<file path="config.mk">
export PLATFORM = sky130hd
export DESIGN_NAME = mem_arbiter_flat
export DESIGN_NICKNAME = d
export VERILOG_FILES = /design/src/rtl/mem_arbiter_if.sv /design/src/rtl/mem_arbiter.sv /design/src/flat_wrapper.sv
export SDC_FILE = /design/constraint.sdc
export NUM_CORES = 1
export LEC_CHECK = 0
export BUFFER_PORTS_ARGS = -buffer_cell sky130_fd_sc_hd__buf_2
export CAP_MARGIN = 20
export CORE_MARGIN = 2
export CORE_UTILIZATION = 24
export DETAILED_ROUTE_END_ITERATION = 6
export PLACE_DENSITY = 0.82
export SYNTH_ARGS = -nofsm -noshare
export SYNTH_HDL_FRONTEND = slang
export SYNTH_SLANG_ARGS = --single-unit
</file>
<file path="constraint.sdc">
create_clock -name clk -period 0.9 [get_ports clk]
set_input_delay 0.045 -clock clk [delete_from_list [all_inputs] [get_ports clk]]
set_output_delay 0.045 -clock clk [all_outputs]
set_load 0.03 [all_outputs]
</file>
<file path="src/rtl/mem_arbiter_if.sv">
// Client-side and memory-side buses of the shared memory arbiter.
// Handshake: a requester raises access and holds it with address/data/strobes stable until it sees a one-cycle ack.
interface mem_arbiter_if #(
  parameter int NUM_CHANNELS = 2
);
  logic [NUM_CHANNELS*19-1:0] c_m_addr;
  logic [NUM_CHANNELS*16-1:0] c_m_data_out;
  logic [NUM_CHANNELS-1:0]    c_m_wr_en;
  logic [NUM_CHANNELS*2-1:0]  c_m_bytesel;
  logic [NUM_CHANNELS-1:0]    c_m_access;
  logic [NUM_CHANNELS-1:0]    c_m_ack;
  logic [15:0]                c_m_data_in;

  logic [18:0]                q_m_addr;
  logic [15:0]                q_m_data_out;
  logic                       q_m_wr_en;
  logic [1:0]                 q_m_bytesel;
  logic                       q_m_access;
  logic                       q_m_ack;
  logic [15:0]                q_m_data_in;

  // The arbiter side: takes client requests and drives the memory port.
  modport slave (
    input  c_m_addr, c_m_data_out, c_m_wr_en, c_m_bytesel, c_m_access,
    input  q_m_ack, q_m_data_in,
    output c_m_ack, c_m_data_in,
    output q_m_addr, q_m_data_out, q_m_wr_en, q_m_bytesel, q_m_access
  );

  // The surrounding system: clients plus the external memory.
  modport master (
    output c_m_addr, c_m_data_out, c_m_wr_en, c_m_bytesel, c_m_access,
    output q_m_ack, q_m_data_in,
    input  c_m_ack, c_m_data_in,
    input  q_m_addr, q_m_data_out, q_m_wr_en, q_m_bytesel, q_m_access
  );
endinterface

</file>
<file path="src/rtl/mem_arbiter.sv">
// N-channel arbiter merging core memory masters onto one access/ack memory port.
// The grant is held for the whole transaction and every ack is followed by one IDLE cycle.
module mem_arbiter #(
  parameter  int NUM_CHANNELS = 2,
  parameter  int ROUND_ROBIN  = 1,
  localparam int GW = ($clog2(NUM_CHANNELS) > 1) ? $clog2(NUM_CHANNELS) : 1
) (
  input  logic          clk,
  input  logic          reset,
  mem_arbiter_if.slave  bus,
  output logic [GW-1:0] grant_id,
  output logic          state_dbg
);

  typedef enum logic {
    S_IDLE    = 1'b0,
    S_GRANTED = 1'b1
  } state_t;

  localparam logic [GW-1:0] LAST_CH = GW'(NUM_CHANNELS - 1);

  state_t        state;
  state_t        state_n;
  logic [GW-1:0] grant_n;
  logic [GW-1:0] rr_ptr;
  logic [GW-1:0] rr_ptr_n;

  logic [GW-1:0] winner;
  logic          any_req;
  logic          found;
  logic [GW:0]   scan_sum;
  logic [GW-1:0] scan;

  logic [18:0]   ch_addr  [NUM_CHANNELS];
  logic [15:0]   ch_wdata [NUM_CHANNELS];
  logic [1:0]    ch_bsel  [NUM_CHANNELS];

  always_comb begin
    for (int i = 0; i < NUM_CHANNELS; i++) begin
      ch_addr[i]  = bus.c_m_addr[i*19 +: 19];
      ch_wdata[i] = bus.c_m_data_out[i*16 +: 16];
      ch_bsel[i]  = bus.c_m_bytesel[i*2 +: 2];
    end
  end

  // Round-robin scans upward from rr_ptr with wrap; fixed priority keeps the lowest index.
  always_comb begin
    winner   = '0;
    found    = 1'b0;
    scan_sum = '0;
    scan     = '0;
    any_req  = |bus.c_m_access;
    if (ROUND_ROBIN != 0) begin
      for (int k = 0; k < NUM_CHANNELS; k++) begin
        scan_sum = {1'b0, rr_ptr} + (GW+1)'(k);
        if (scan_sum >= (GW+1)'(NUM_CHANNELS)) begin
          scan_sum = scan_sum - (GW+1)'(NUM_CHANNELS);
        end
        scan = scan_sum[GW-1:0];
        if (!found && bus.c_m_access[scan]) begin
          winner = scan;
          found  = 1'b1;
        end
      end
    end else begin
      for (int k = NUM_CHANNELS - 1; k >= 0; k--) begin
        if (bus.c_m_access[k]) begin
          winner = GW'(k);
        end
      end
    end
  end

  always_ff @(posedge clk) begin
    if (reset) begin
      state    <= S_IDLE;
      grant_id <= '0;
      rr_ptr   <= '0;
    end else begin
      state    <= state_n;
      grant_id <= grant_n;
      rr_ptr   <= rr_ptr_n;
    end
  end

  // A dropped access without an ack is a client abort: release the bus, keep rr_ptr.
  always_comb begin
    state_n  = state;
    grant_n  = grant_id;
    rr_ptr_n = rr_ptr;
    case (state)
      S_IDLE: begin
        if (any_req) begin
          state_n = S_GRANTED;
          grant_n = winner;
        end
      end
      S_GRANTED: begin
        if (bus.q_m_ack) begin
          state_n  = S_IDLE;
          rr_ptr_n = (grant_id == LAST_CH) ? '0 : grant_id + GW'(1);
        end else if (!bus.c_m_access[grant_id]) begin
          state_n = S_IDLE;
        end
      end
      default: state_n = S_IDLE;
    endcase
  end

  always_comb begin
    bus.q_m_access   = 1'b0;
    bus.q_m_addr     = '0;
    bus.q_m_data_out = '0;
    bus.q_m_wr_en    = 1'b0;
    bus.q_m_bytesel  = '0;
    bus.c_m_ack      = '0;
    bus.c_m_data_in  = bus.q_m_data_in;
    if (state == S_GRANTED) begin
      bus.q_m_access        = bus.c_m_access[grant_id];
      bus.q_m_addr          = ch_addr[grant_id];
      bus.q_m_data_out      = ch_wdata[grant_id];
      bus.q_m_wr_en         = bus.c_m_wr_en[grant_id];
      bus.q_m_bytesel       = ch_bsel[grant_id];
      bus.c_m_ack[grant_id] = bus.q_m_ack;
    end
  end

  assign state_dbg = (state == S_GRANTED);

endmodule

</file>
<file path="src/flat_wrapper.sv">
// flat-port wrapper written by rule: the top's interface ports become plain ports
module mem_arbiter_flat 
#(
  parameter  int NUM_CHANNELS = 2,
  parameter  int ROUND_ROBIN  = 1,
  localparam int GW = ($clog2(NUM_CHANNELS) > 1) ? $clog2(NUM_CHANNELS) : 1
)
  (clk, reset, grant_id, state_dbg, bus_c_m_addr, bus_c_m_data_out, bus_c_m_wr_en, bus_c_m_bytesel, bus_c_m_access, bus_q_m_ack, bus_q_m_data_in, bus_c_m_ack, bus_c_m_data_in, bus_q_m_addr, bus_q_m_data_out, bus_q_m_wr_en, bus_q_m_bytesel, bus_q_m_access);
  mem_arbiter_if #(.NUM_CHANNELS(NUM_CHANNELS)) bus_i ();
  input  logic clk;
  input  logic reset;
  output logic [GW-1:0] grant_id;
  output logic state_dbg;
  input wire logic [$bits(bus_i.c_m_addr)-1:0] bus_c_m_addr;
  input wire logic [$bits(bus_i.c_m_data_out)-1:0] bus_c_m_data_out;
  input wire logic [$bits(bus_i.c_m_wr_en)-1:0] bus_c_m_wr_en;
  input wire logic [$bits(bus_i.c_m_bytesel)-1:0] bus_c_m_bytesel;
  input wire logic [$bits(bus_i.c_m_access)-1:0] bus_c_m_access;
  input wire logic [$bits(bus_i.q_m_ack)-1:0] bus_q_m_ack;
  input wire logic [$bits(bus_i.q_m_data_in)-1:0] bus_q_m_data_in;
  output wire logic [$bits(bus_i.c_m_ack)-1:0] bus_c_m_ack;
  output wire logic [$bits(bus_i.c_m_data_in)-1:0] bus_c_m_data_in;
  output wire logic [$bits(bus_i.q_m_addr)-1:0] bus_q_m_addr;
  output wire logic [$bits(bus_i.q_m_data_out)-1:0] bus_q_m_data_out;
  output wire logic [$bits(bus_i.q_m_wr_en)-1:0] bus_q_m_wr_en;
  output wire logic [$bits(bus_i.q_m_bytesel)-1:0] bus_q_m_bytesel;
  output wire logic [$bits(bus_i.q_m_access)-1:0] bus_q_m_access;
  assign bus_i.c_m_addr = bus_c_m_addr;
  assign bus_i.c_m_data_out = bus_c_m_data_out;
  assign bus_i.c_m_wr_en = bus_c_m_wr_en;
  assign bus_i.c_m_bytesel = bus_c_m_bytesel;
  assign bus_i.c_m_access = bus_c_m_access;
  assign bus_i.q_m_ack = bus_q_m_ack;
  assign bus_i.q_m_data_in = bus_q_m_data_in;
  assign bus_c_m_ack = bus_i.c_m_ack;
  assign bus_c_m_data_in = bus_i.c_m_data_in;
  assign bus_q_m_addr = bus_i.q_m_addr;
  assign bus_q_m_data_out = bus_i.q_m_data_out;
  assign bus_q_m_wr_en = bus_i.q_m_wr_en;
  assign bus_q_m_bytesel = bus_i.q_m_bytesel;
  assign bus_q_m_access = bus_i.q_m_access;
  mem_arbiter #(.NUM_CHANNELS(NUM_CHANNELS), .ROUND_ROBIN(ROUND_ROBIN)) u_core (.clk(clk), .reset(reset), .bus(bus_i), .grant_id(grant_id), .state_dbg(state_dbg));
endmodule
</file>
## After elaboration in Yosys (flattened, before gate mapping)

Cells that the tools add are included.

- Bits in registers: 3
- Input port bits: 97
- Output and inout bits: 59
- Word-level logic and storage cells: 58

- Add/subtract/negate cells: 4
- Magnitude comparators: 7
- Muxes and demuxes: 35
- Bitwise operators: 3
- Reductions and logical operators: 6

Operator list:

| cell | count |
|---|---|
| 2-to-1 mux 19 bit | 4 |
| 2-to-1 mux 16 bit | 4 |
| 2-to-1 mux 1 bit | 20 |
| 2-to-1 mux 2 bit | 5 |
| less-than comparator 1 x 2 -> 1 bit (second input constant) | 3 |
| greater-or-equal comparator 2 bit (second input constant) | 2 |
| AND reduction 2 bit | 2 |
| adder 1 x 1 -> 2 bit (second input constant) | 1 |
| bitwise AND 2 bit | 1 |
| greater-or-equal comparator 1 x 2 -> 1 bit (second input constant) | 1 |
| logical AND 1 bit | 2 |
| NOT 1 -> 2 bit | 1 |
| case mux 1 bit (2 select lines) | 1 |
| OR reduction 2 bit | 1 |
| subtractor 1 bit (second input constant) | 2 |
| adder 1 bit (second input constant) | 1 |
| demux 1 bit (select 1 bit) | 1 |
| greater-or-equal comparator 1 bit (second input constant) | 1 |
| logical NOT 1 bit | 1 |
| NOT 1 bit | 1 |

## Longest topological paths before layout

- Depth in word-level cells: 8
- Gate-level depth with buffers: 4
- Gate-level depth less buffers: 3

## Worst setup path after synthesis

Ideal clock, no wire load.

- Kind: flip-flop to output port
- From: register u_core.grant_id
- To: output port bus_q_m_addr[0]
- Arrival time: 1.342 ns
- Data required time: 0.855 ns
- Setup slack: -0.487 ns
- Stages on the path, launching flop included: 5
- Buffers on the path: 2
- Cell sequence: dfxtp_1 buf_4 buf_6 mux2i_1 nor2_1

- Cells in the longest elaborated chain, start to end: 5

Ends and longest elaborated chain:

| element | line | text |
|---|---|---|
| start: declaration | mem_arbiter.sv:11 | `output logic [GW-1:0] grant_id,` |
| start signal: assignment | mem_arbiter.sv:81 | `grant_id <= grant_n;` |
| NOT 1 -> 2 bit (implied by the code) | mem_arbiter.sv:120 | `bus.q_m_addr = ch_addr[grant_id];` |
| 2-to-1 mux 19 bit (implied by the code) (3 in a row) | mem_arbiter.sv:120 |  |
| 2-to-1 mux 19 bit | mem_arbiter.sv:118 | `if (state == S_GRANTED) begin` |
| end: declaration | flat_wrapper.sv:23 | `output wire logic [$bits(bus_i.q_m_addr)-1:0] bus_q_m_addr;` |

Every way passes these cells. The select of a mux whose other input is x is not followed.

## Final worst setup path

- From: register u_core.grant_id
- To: output port bus_q_m_access

- Cells in the longest elaborated chain, start to end: 3

Ends and longest elaborated chain:

| element | line | text |
|---|---|---|
| 2-to-1 mux 1 bit (implied by the code) (2 in a row) | mem_arbiter.sv:119 | `bus.q_m_access = bus.c_m_access[grant_id];` |
| 2-to-1 mux 1 bit | mem_arbiter.sv:118 |  |
| end: declaration | flat_wrapper.sv:27 | `output wire logic [$bits(bus_i.q_m_access)-1:0] bus_q_m_access;` |

Every way passes these cells. The select of a mux whose other input is x is not followed.

==> flow_summary.yaml <==
outcome:
  status: "finished with violations"
  violations: "negative setup slack"
setup_path:
  cp-endpoint: "bus_q_m_access"
  critPathArrivalTime_ns: 1.34
  crit_type: "flip-flop to output port"
  cpPeakStageDelay_ns: 0.39
  crit_path_start_kind: "flip-flop"
  required_ns: 0.85
  cpMaxStageDelayCell: "dfxtp_4"
  r2r_setup_slack_ns: -0.30
  path_buf_inv: 2
  endpoint_kind: "output port"
  cpLargestDelayFamily: "flip-flops"
  r2r_start: "u_core.grant_id"
  crit_cells: 4
  r2r-end: "u_core.state_dbg"
  worstPathCellList: "buf_12 > mux2i_2 > nor2_2 > buf_2"
  critPathMaxFanout: 14
  reg2regPathDepth: 4
  crit_start: "u_core.grant_id"
pwr:
  power_mw: 1.87
  power.internal_uw: 968
  switchingPower_uw: 904
  seqPwrFrac_pct: 8.3
  vdd_ir_drop_max_mv: 0.635
  clockPowerShare_pct: 13.5
  power.share.combinational_pct: 78.1
  leakagePower_nw: 0.941
  switching_share_pct: 48.3
  powerDensity_nw_per_um2: 891
drt:
  drt_wl_total_mm: 3.78
  via_per_inst: 4.44
  wl_per_cell_um: 13.5
  vias: 1243
  drc: 0
  antenna_left: 0
  drt-pass1-iter-count: 4
  dr.first_iter.drc_count: 26
finish:
  fill_cells: 299
  layout_common_cells: "buf_2 (113), nor2_4 (31), mux2i_2 (17)"
  antenna_cells: 0
  layout-drive-gt1-share_pct: 91.5
  utilization_pct: 62.5
  fin_nets: 332
  layout_commonest_cell: "buf_2"
  area_delta_synth_final_pct: 147
timing:
  fin_skew_ns: 0.00526
  slew_headroom_pct: 82.2
  fin_ws_ns: -0.481
  fin_crit_sh_pct: 153
  worstMarginPinSlew_ns: 0.259
  hold_viol: 0
  grt_setup_unrepaired: "true"
  setup_viol: 45
  fin_crit_ns: 1.38
  drv_slew: 0
  timing.fmax_mhz: 724
  tns_ns: -18.80
cts:
  cts.sink_count: 3
  cts_buffer_depth: 2
  cts_buffers: 3
  root_buffer: "clkbuf_4"
  path_clk_slew_ns: 0.04
  clock_latency_ns: 0.24
  htreeDepth: 1
  cts_tree: "yes"
global_routing:
  antenna_found_initial: 0
  grt_pass1_wl_mm: 5.55
  overflow: 0
  grt_max_degree: 22
  grt.total_usage_pct: 17.3
  grt_pass1_vias: 1245
min_path:
  hp-class: "input pin to output port"
floorplan:
  pin_count: 156
  die_h_um: 63.5
  core_area_um2: 3360
  die_w_um: 63.5
  die_area_um2: 4040
  initial_utilization_pct: 25.3
  rows: 21
placement:
  gp_congestion: 0.714
  port_buffers: 123
  dp_hpwl_mm: 2.97
  pre_cts_ws_ns: -0.256
yosys:
  synth_fp_nets: 216
  synth_cell_types: 15
  syn-cell-area_um2: 851
  syn_inst: 119
  ys_seq_area_share_pct: 7.06
  avgSynthCellArea_um2: 7.15
  yosysWarningCount: 0
  synth.ff_latch_count: 3
job:
  drv_cap: 0
## sequential cells by signal, summed over array words and instances (netlist names)
name and flops:
u_core.grant_id 1, u_core.rr_ptr 1, u_core.state_dbg 1
## synthesized netlist by cell type
cell type	n	area (um^2)
o21ai_0	1	5.00
o211ai_1	1	7.51
o22a_1	1	8.76
inv_1	2	7.51
and3_1	1	6.26
dfxtp_1	3	60.1
buf_2	1	5.00
clkbuf_1	3	11.3
nor2_1	42	158
buf_6	4	45.0
nand2_1	1	3.75
mux2i_1	39	390
buf_4	17	128
a21oi_1	2	10.0
nor3_1	1	5.00
## area by class of cell
class	count	area, um^2	share of cell area (%)
well taps	46	57.6	2.74
clock buffers	4	26.3	1.25
repair buffers	136	843	40.1
multi-input cells	89	1100	52.3
flip-flops and latches	3	67.6	3.21
inverters	2	8.76	0.417
## worst register-to-register path: stages, from the launching register on
cell	delay, ns
dfxtp_4	0.39
buf_12	0.17
mux2i_2	0.31
o22a_1	0.18
nor2_1	0.04
## worst min-delay path by stage
stage                   startpoint                  end  slack, ns  depth (start not counted)
4_1_cts        bus_q_m_data_in[13]  bus_c_m_data_in[13]       0.09                          0
3_3_place_gp   bus_q_m_data_in[13]  bus_c_m_data_in[13]       0.09                          0
5_1_grt         bus_q_m_data_in[3]   bus_c_m_data_in[3]       0.09                          0
2_1_floorplan                reset      u_core.grant_id       0.10                          1
6_report        bus_q_m_data_in[2]   bus_c_m_data_in[2]       0.09                          0
3_5_place_dp   bus_q_m_data_in[13]  bus_c_m_data_in[13]       0.09                          0
## power groups by stage
stage | registers [mW] | logic, mW | clock network [mW]
final | 0.156 | 1.46 | 0.253
after global routing | 0.158 | 1.54 | 0.270
after CTS | 0.157 | 1.43 | 0.257
after detailed placement | 0.157 | 1.31 | 0
after global placement | 0.157 | 1.29 | 0
after floorplan | 0.168 | 1.03 | 0
## repair_timing
action	CTS	global route
hold buffers	1	0
hold endpoints to repair	1	0
gates cloned	0	0
buffers inserted	1	1
endpoints found under the setup margin	46	46
pin swaps	0	1
gates resized for setup	34	9
## kinds of logic after synthesis
logic type | count (synthesis) | synth area share [%]
muxes | 39 | 45.9
DFF | 3 | 7.06
buffers and inverters | 27 | 23.1
AOI/OAI and AO/OA | 5 | 3.68
and+or+nand+nor | 45 | 20.3
## layer usage
| metal | wire, um | part of all wire (%) | global-route usage [%] |
|---|---|---|---|
| met1 | 1220 | 32 | 17.1 |
| met4 | 100 | 2.6 | 8.42 |
| met3 | 387 | 10 | 3.75 |
| met5 | 0 | 0 | 0 |
| met2 | 2070 | 55 | 33.6 |
## per-stage QoR
stage               cells  cell area, um^2  hold WS (ns)
global placement      273             1860        0.0902
CTS                   279             2050        0.0902
global route          280             2100        0.0900
floorplan             119             1280         0.104
detailed placement    273             1860        0.0902
finish                280             2100        0.0900
Power figures use the tool's default switching activity.
